==> src/rtl/cgra_cfg_pkg.sv <==
// Shared configuration-space definitions for CGRA tile blocks.
//   - Address field positions inside the 32-bit config address.
//   - Default register index of the switch-box configuration word.
//   - Bit positions inside the switch-box configuration word.
package cgra_cfg_pkg;

    // Config address layout: [15:0] tile, [23:16] register index, [31:24] unused.
    localparam int unsigned TileLsb   = 0;
    localparam int unsigned TileW     = 16;
    localparam int unsigned RegIdxLsb = 16;
    localparam int unsigned RegIdxW   = 8;

    localparam logic [RegIdxW-1:0] SbRegIdxDefault = 8'h00;

    // Switch-box configuration word layout.
    localparam int unsigned SbSelLsb    = 10;
    localparam int unsigned SbSelW      = 2;
    localparam int unsigned SbPipeEnBit = 12;

    // Mux select encoding held in config_sb[11:10]; decoded downstream only.
    typedef enum logic [1:0] {
        SelIn00 = 2'd0,
        SelIn20 = 2'd1,
        SelIn30 = 2'd2,
        SelPe0  = 2'd3
    } sb_sel_e;

endpackage

==> src/rtl/cfg_reg32.sv <==
// Addressed 32-bit configuration register with registered read-back.
// Ports:
//   clk, reset    : clock, synchronous active-high reset
//   tile_id       : static tile identifier matched against the address tile field
//   config_addr   : tile / register-index address
//   config_data   : write data
//   config_write  : one-cycle write strobe
//   config_read   : one-cycle read strobe
//   read_data     : read-back data, held while read_valid is low
//   read_valid    : one-cycle pulse one cycle after config_read
//   cfg_value     : current register contents
module cfg_reg32
    import cgra_cfg_pkg::*;
#(
    parameter int unsigned          TILE_ID_W  = 16,
    parameter logic [RegIdxW-1:0]   SB_REG_IDX = SbRegIdxDefault
) (
    input  logic                 clk,
    input  logic                 reset,
    input  logic [TILE_ID_W-1:0] tile_id,
    input  logic [31:0]          config_addr,
    input  logic [31:0]          config_data,
    input  logic                 config_write,
    input  logic                 config_read,
    output logic [31:0]          read_data,
    output logic                 read_valid,
    output logic [31:0]          cfg_value
);

    logic        hit;
    logic [31:0] value_q;
    logic [31:0] read_data_q;
    logic        read_valid_q;

    // Top address byte carries no meaning for this register.
    logic unused_addr_hi;
    assign unused_addr_hi = ^config_addr[31:24];

    assign hit = (config_addr[TileLsb +: TILE_ID_W] == tile_id) &&
                 (config_addr[RegIdxLsb +: RegIdxW] == SB_REG_IDX);

    always_ff @(posedge clk) begin
        if (reset) begin
            value_q      <= 32'h0;
            read_data_q  <= 32'h0;
            read_valid_q <= 1'b0;
        end else begin
            if (config_write && hit) begin
                value_q <= config_data;
            end
            read_valid_q <= config_read;
            // Samples value_q before any coincident write lands: read-old.
            if (config_read) begin
                read_data_q <= hit ? value_q : 32'h0;
            end
        end
    end

    assign cfg_value  = value_q;
    assign read_data  = read_data_q;
    assign read_valid = read_valid_q;

endmodule

==> src/rtl/sb_config_track.sv <==
// Switch-box configuration and track output stage for one track.
// Ports:
//   clk, reset    : clock, synchronous active-high reset
//   tile_id       : static tile identifier
//   config_addr   : config address ([15:0] tile, [23:16] register index)
//   config_data   : config write data
//   config_write  : config write strobe
//   config_read   : config read strobe
//   read_data     : config read-back data
//   read_valid    : read-back qualifier pulse
//   config_sb     : switch-box configuration word to the switch-box mux
//   sb_out_1_0    : switch-box mux output, side 1 track 0
//   track_out_1_0 : track output, pipelined or bypassed per config_sb[12]
module sb_config_track
    import cgra_cfg_pkg::*;
#(
    parameter int unsigned          TILE_ID_W  = 16,
    parameter logic [RegIdxW-1:0]   SB_REG_IDX = SbRegIdxDefault
) (
    input  logic                 clk,
    input  logic                 reset,
    input  logic [TILE_ID_W-1:0] tile_id,
    input  logic [31:0]          config_addr,
    input  logic [31:0]          config_data,
    input  logic                 config_write,
    input  logic                 config_read,
    output logic [31:0]          read_data,
    output logic                 read_valid,
    output logic [31:0]          config_sb,
    input  logic [1:0]           sb_out_1_0,
    output logic [1:0]           track_out_1_0
);

    logic [31:0] sb_word;
    logic [1:0]  pipe_q;

    cfg_reg32 #(
        .TILE_ID_W  (TILE_ID_W),
        .SB_REG_IDX (SB_REG_IDX)
    ) u_sb_reg (
        .clk          (clk),
        .reset        (reset),
        .tile_id      (tile_id),
        .config_addr  (config_addr),
        .config_data  (config_data),
        .config_write (config_write),
        .config_read  (config_read),
        .read_data    (read_data),
        .read_valid   (read_valid),
        .cfg_value    (sb_word)
    );

    // Free-running capture so enabling the pipeline shows last cycle's value at once.
    always_ff @(posedge clk) begin
        if (reset) begin
            pipe_q <= 2'b0;
        end else begin
            pipe_q <= sb_out_1_0;
        end
    end

    always_comb begin
        track_out_1_0 = sb_out_1_0;
        if (sb_word[SbPipeEnBit]) begin
            track_out_1_0 = pipe_q;
        end
    end

    assign config_sb = sb_word;

endmodule

==> config.mk <==
export PLATFORM = sky130hd
export DESIGN_NAME = sb_config_track
export DESIGN_NICKNAME = d
export VERILOG_FILES = /design/src/rtl/cgra_cfg_pkg.sv /design/src/rtl/cfg_reg32.sv /design/src/rtl/sb_config_track.sv
export SDC_FILE = /design/constraint.sdc
export NUM_CORES = 1
export LEC_CHECK = 0
export ABC_AREA = 1
export CAP_MARGIN = 20
export CELL_PAD_IN_SITES_DETAIL_PLACEMENT = 0
export CELL_PAD_IN_SITES_GLOBAL_PLACEMENT = 1
export CORE_MARGIN = 3
export CORE_UTILIZATION = 28
export CTS_CLUSTER_SIZE = 24
export DETAILED_ROUTE_END_ITERATION = 6
export GPL_TIMING_DRIVEN = 0
export PLACE_DENSITY_LB_ADDON = 0.1
export SKIP_LAST_GASP = 1
export SLEW_MARGIN = 20
export SYNTH_ARGS = -nofsm -noshare
export SYNTH_HDL_FRONTEND = slang
export SYNTH_HIERARCHICAL = 1
export SYNTH_SLANG_ARGS = --single-unit
==> constraint.sdc <==
create_clock -name clk -period 4.4 [get_ports clk]
set_input_delay 1.32 -clock clk [delete_from_list [all_inputs] [get_ports clk]]
set_output_delay 1.32 -clock clk [all_outputs]
set_load 0.01 [all_outputs]
# Yosys cells after proc, flatten, opt, wreduce, memory -nomap -nowiden
# Index checks and enable logic that the tools add are counted.
dict set report op_classes {
  eq_ne 1
  mux 2
  n_reduce_logical 3
}
# op count
set op_table {}
lappend op_table {{32-bit 2-to-1 mux} 1}
lappend op_table {{16-bit equality test} 1}
lappend op_table {{8-bit zero test} 1}
lappend op_table {{1-bit logical AND} 2}
lappend op_table {{2-bit 2-to-1 mux} 1}
dict set report word_totals {
  register_bits 67
  out_inout_bits 67
  elab_cells 10
}

# Logic depth before layout (Yosys ltp)
dict set report logic_depth {
  word_depth 3
  depth_mapped 11
  mapped_depth_nobuf 10
}

# Hierarchy
# The synthesis kept the hierarchy.
# mod n_inst cells_each area_per_inst_um2 seq_area_each_um2
set by_module_without_submodules {}
lappend by_module_without_submodules {cfg_reg32 1 451 2860.2 1301.2}
lappend by_module_without_submodules {sb_config_track 1 13 81.3 40.0}

# Worst setup path after synthesis
# OpenSTA, ideal clock, no wires.
dict set report synth_path {
  path_type {in2out}
  startpoint {input sb_out_1_0[0]}
  endpoint {output track_out_1_0[0]}
  t_arrival_ps 1444
  required_ps 3080
  path_slack_ps 1636
  stages 2
  path_cell_list {nand2_1 > nand2_1}
}
dict set report synth_via {
  elab_chain_len 1
}
# element line
set synth_lines {}
lappend synth_lines {{from (decl)} sb_config_track.sv:30} ;# input logic [1:0] sb_out_1_0,
lappend synth_lines {{2-bit 2-to-1 mux} sb_config_track.sv:64} ;# if (sb_word[SbPipeEnBit]) begin
lappend synth_lines {{to (decl)} sb_config_track.sv:31} ;# output logic [1:0] track_out_1_0
# No other way between the ends.

# Worst setup path after layout
# Ends and elaborated chain as after synthesis.

==> results <==
-- cell type report --
cell class                 count  area share (%)
clock inverter                 5            1.78
inverter                      53            4.16
timing repair buffer         144            30.1
tap                          133            3.48
buffer                        21            1.86
clock buffer                  11            3.16
sequential                    67            28.0
multi-input combinational    323            27.4
-- cells in the mapped netlist --
master,number
o21ai_1,1
xor2_1,1
clkbuf_1,10
clkinv_1,1
buf_2,8
nand2_1,99
inv_1,52
o21ai_0,32
dfxtp_1,67
nand3_2,1
nor2_2,2
buf_1,3
xnor2_1,5
nand4_4,1
nor2_1,181
-- worst register-to-register path: stages, from the launching register on --
cell	delay, ns
dfxtp_1	0.40
inv_1	0.08
nor2_1	0.10
nor2_1	0.05
nor2_1	0.09
-- cells by family (layout without fill, tap and decap cells) --
logic type	after synthesis	count (layout)	synth area share, %
simple gates	284	284	37.2
xor+xnor	6	6	1.79
flops	67	67	45.6
compound gates	33	33	5.61
buf+inv	74	234	9.78
-- state kept, by name, summed over array words and instances (netlist names) --
signal,flops
pipe_q,2
u_sb_reg/read_valid,1
u_sb_reg/read_data,32
u_sb_reg/cfg_value,32
-- layer usage --
metal | track usage, % | up-vias | part of all wire (%)
met5 | 0 | - | 0
met4 | 5.68 | 0 | 0.83
met3 | 4.90 | 6 | 8.1
met2 | 24.6 | 88 | 46
met1 | 18.2 | 1350 | 45
li1 | - | 1673 | -
-- power breakdown --
part | internal (mW) | total [mW] | switching (mW) | leakage [nW]
logic | 0.108 | 0.175 | 0.0677 | 1.45
clock network | 0.352 | 0.597 | 0.245 | 0.116
registers | 0.622 | 0.629 | 0.00698 | 0.546
total | 1.08 | 1.40 | 0.319 | 2.12
-- path summary, 6_finish.rpt --
kind	from	endpoint	slack, ns	cells after the start
worst min-delay path	u_sb_reg/read_data[11]$_SDFFE_PP0P_	u_sb_reg/read_data[11]$_SDFFE_PP0P_	0.52	2
worst max-delay path	sb_out_1_0[0]	track_out_1_0[0]	0.65	4
worst min register to register	u_sb_reg/read_data[11]$_SDFFE_PP0P_	u_sb_reg/read_data[11]$_SDFFE_PP0P_	0.52	2
worst max register to register	u_sb_reg/cfg_value[12]$_SDFFE_PP0P_	u_sb_reg/read_data[12]$_SDFFE_PP0P_	3.62	4
==> out/metrics.csv <==
metric,value,unit
WHS,0.515,ns
Seq cells post-synth,67,
final hold violation count,0,
Ys Warns,6,
Max transition margin,62.6,%
post-synthesis instance area,2940,um2
Critical Path AT,2.43,ns
first-pass GRT wire length,13800,um
share of post-route cells with drive strength above 1,4.49,%
worst-skew pair later-pin latency,0.34,ns
Routed Antenna Nets,0,
Initial Util,29.4,%
vias post-DR,3117,
WS Path Type,in2out,
n_diodes,0,
Via-to-Cell Ratio,4.12,
DRT iter0 DRCs,74,
most frequent cells in the layout,"181 x nor2_1, 144 x clkdlybuf4s50_1, 99 x nand2_1",
status,finished clean,
H-Tree Depth,3,
# rows,36,
routed wire length,8800,um
DP HPWL,6690,um
CTS tree,built,
I/O Pins,153,
CP bufs+invs,2,
Maximum Capacitance Violations,0,
clk_skew,0.0118,ns
Root Driver,clkbuf_8,
endpoints failing setup,0,
pre-CTS setup slack,0.647,ns
"area leader, netlist",dfxtp_1,
Crit-path slowest cell,clkdlybuf4s50_1,
P&R area growth vs syn,62.7,%
Sequential Area,1340,um2
final instance area,4790,um2
TNS Setup,0,ns
Yosys top cell area share,45.6,%
postcts setup bufs,0,
DRC Markers,0,
Total GRT Usage,15.0,%
clock buffer depth,2,
placed insts,741,
number of library cell types mapped by synthesis,15,
final std cells w/o fill,757,
FMAX,267,MHz
core area,10000,um2
Layout Nets,705,
Final Slew Violations,0,
top post-synthesis cells by area,"dfxtp_1 46%, nor2_1 23%, nand2_1 13%",
Port Buffers,144,
Worst-path clk slew,0.07,ns
Leak Pwr,2.12,nW
Peak VDD IR,0.152,mV
fin crit share,85.3,%
GRT overflow,0,
critical path required time,3.08,ns
antenna violations before repair,0,
Mapped Cells,464,
vias in the first global route,2919,
worst slew pin tran,0.561,ns
drt first pass iters,4,
CP max stage delay,0.52,ns
final design utilization,47.9,%
CP endpoint kind,output pin,
Worst setup SP type,input pin,
syn avg cell area,6.34,um2
fin crit period,3.75,ns
worst hold path class,reg2reg,
RSZ-0062 raised after global routing,no,
Critical Path Fanout Max,2,
final setup margin,0.648,ns
CTS sink cnt,67,
largest net degree at the start of global routing,13,
Placement Cell Area,4550,um2
total power,1.40,mW
chip height,108,um
die area,11800,um2
"most common cell after layout, fill and taps aside",nor2_1,
pwr dens,293,nW/um2
footprint of the multi-input gates,1310,um2
cts bufs inserted,9,
CTS Hold Bufs,0,
Crit path max-delay family,buffers and inverters,
"Seq/Total Area, Yosys",45.6,%
crit-path cells,"clkdlybuf4s50_1, nand2_1, nand2_1, clkdlybuf4s50_1",
DR WL/cell,11.6,um
Resize count post-CTS,0,
Filler Cells Inserted,1073,
Mapped Nets,550,
Die X,108,um
RD Place Congestion,0.777,
Note: power is estimated with default switching activity, not from simulation.
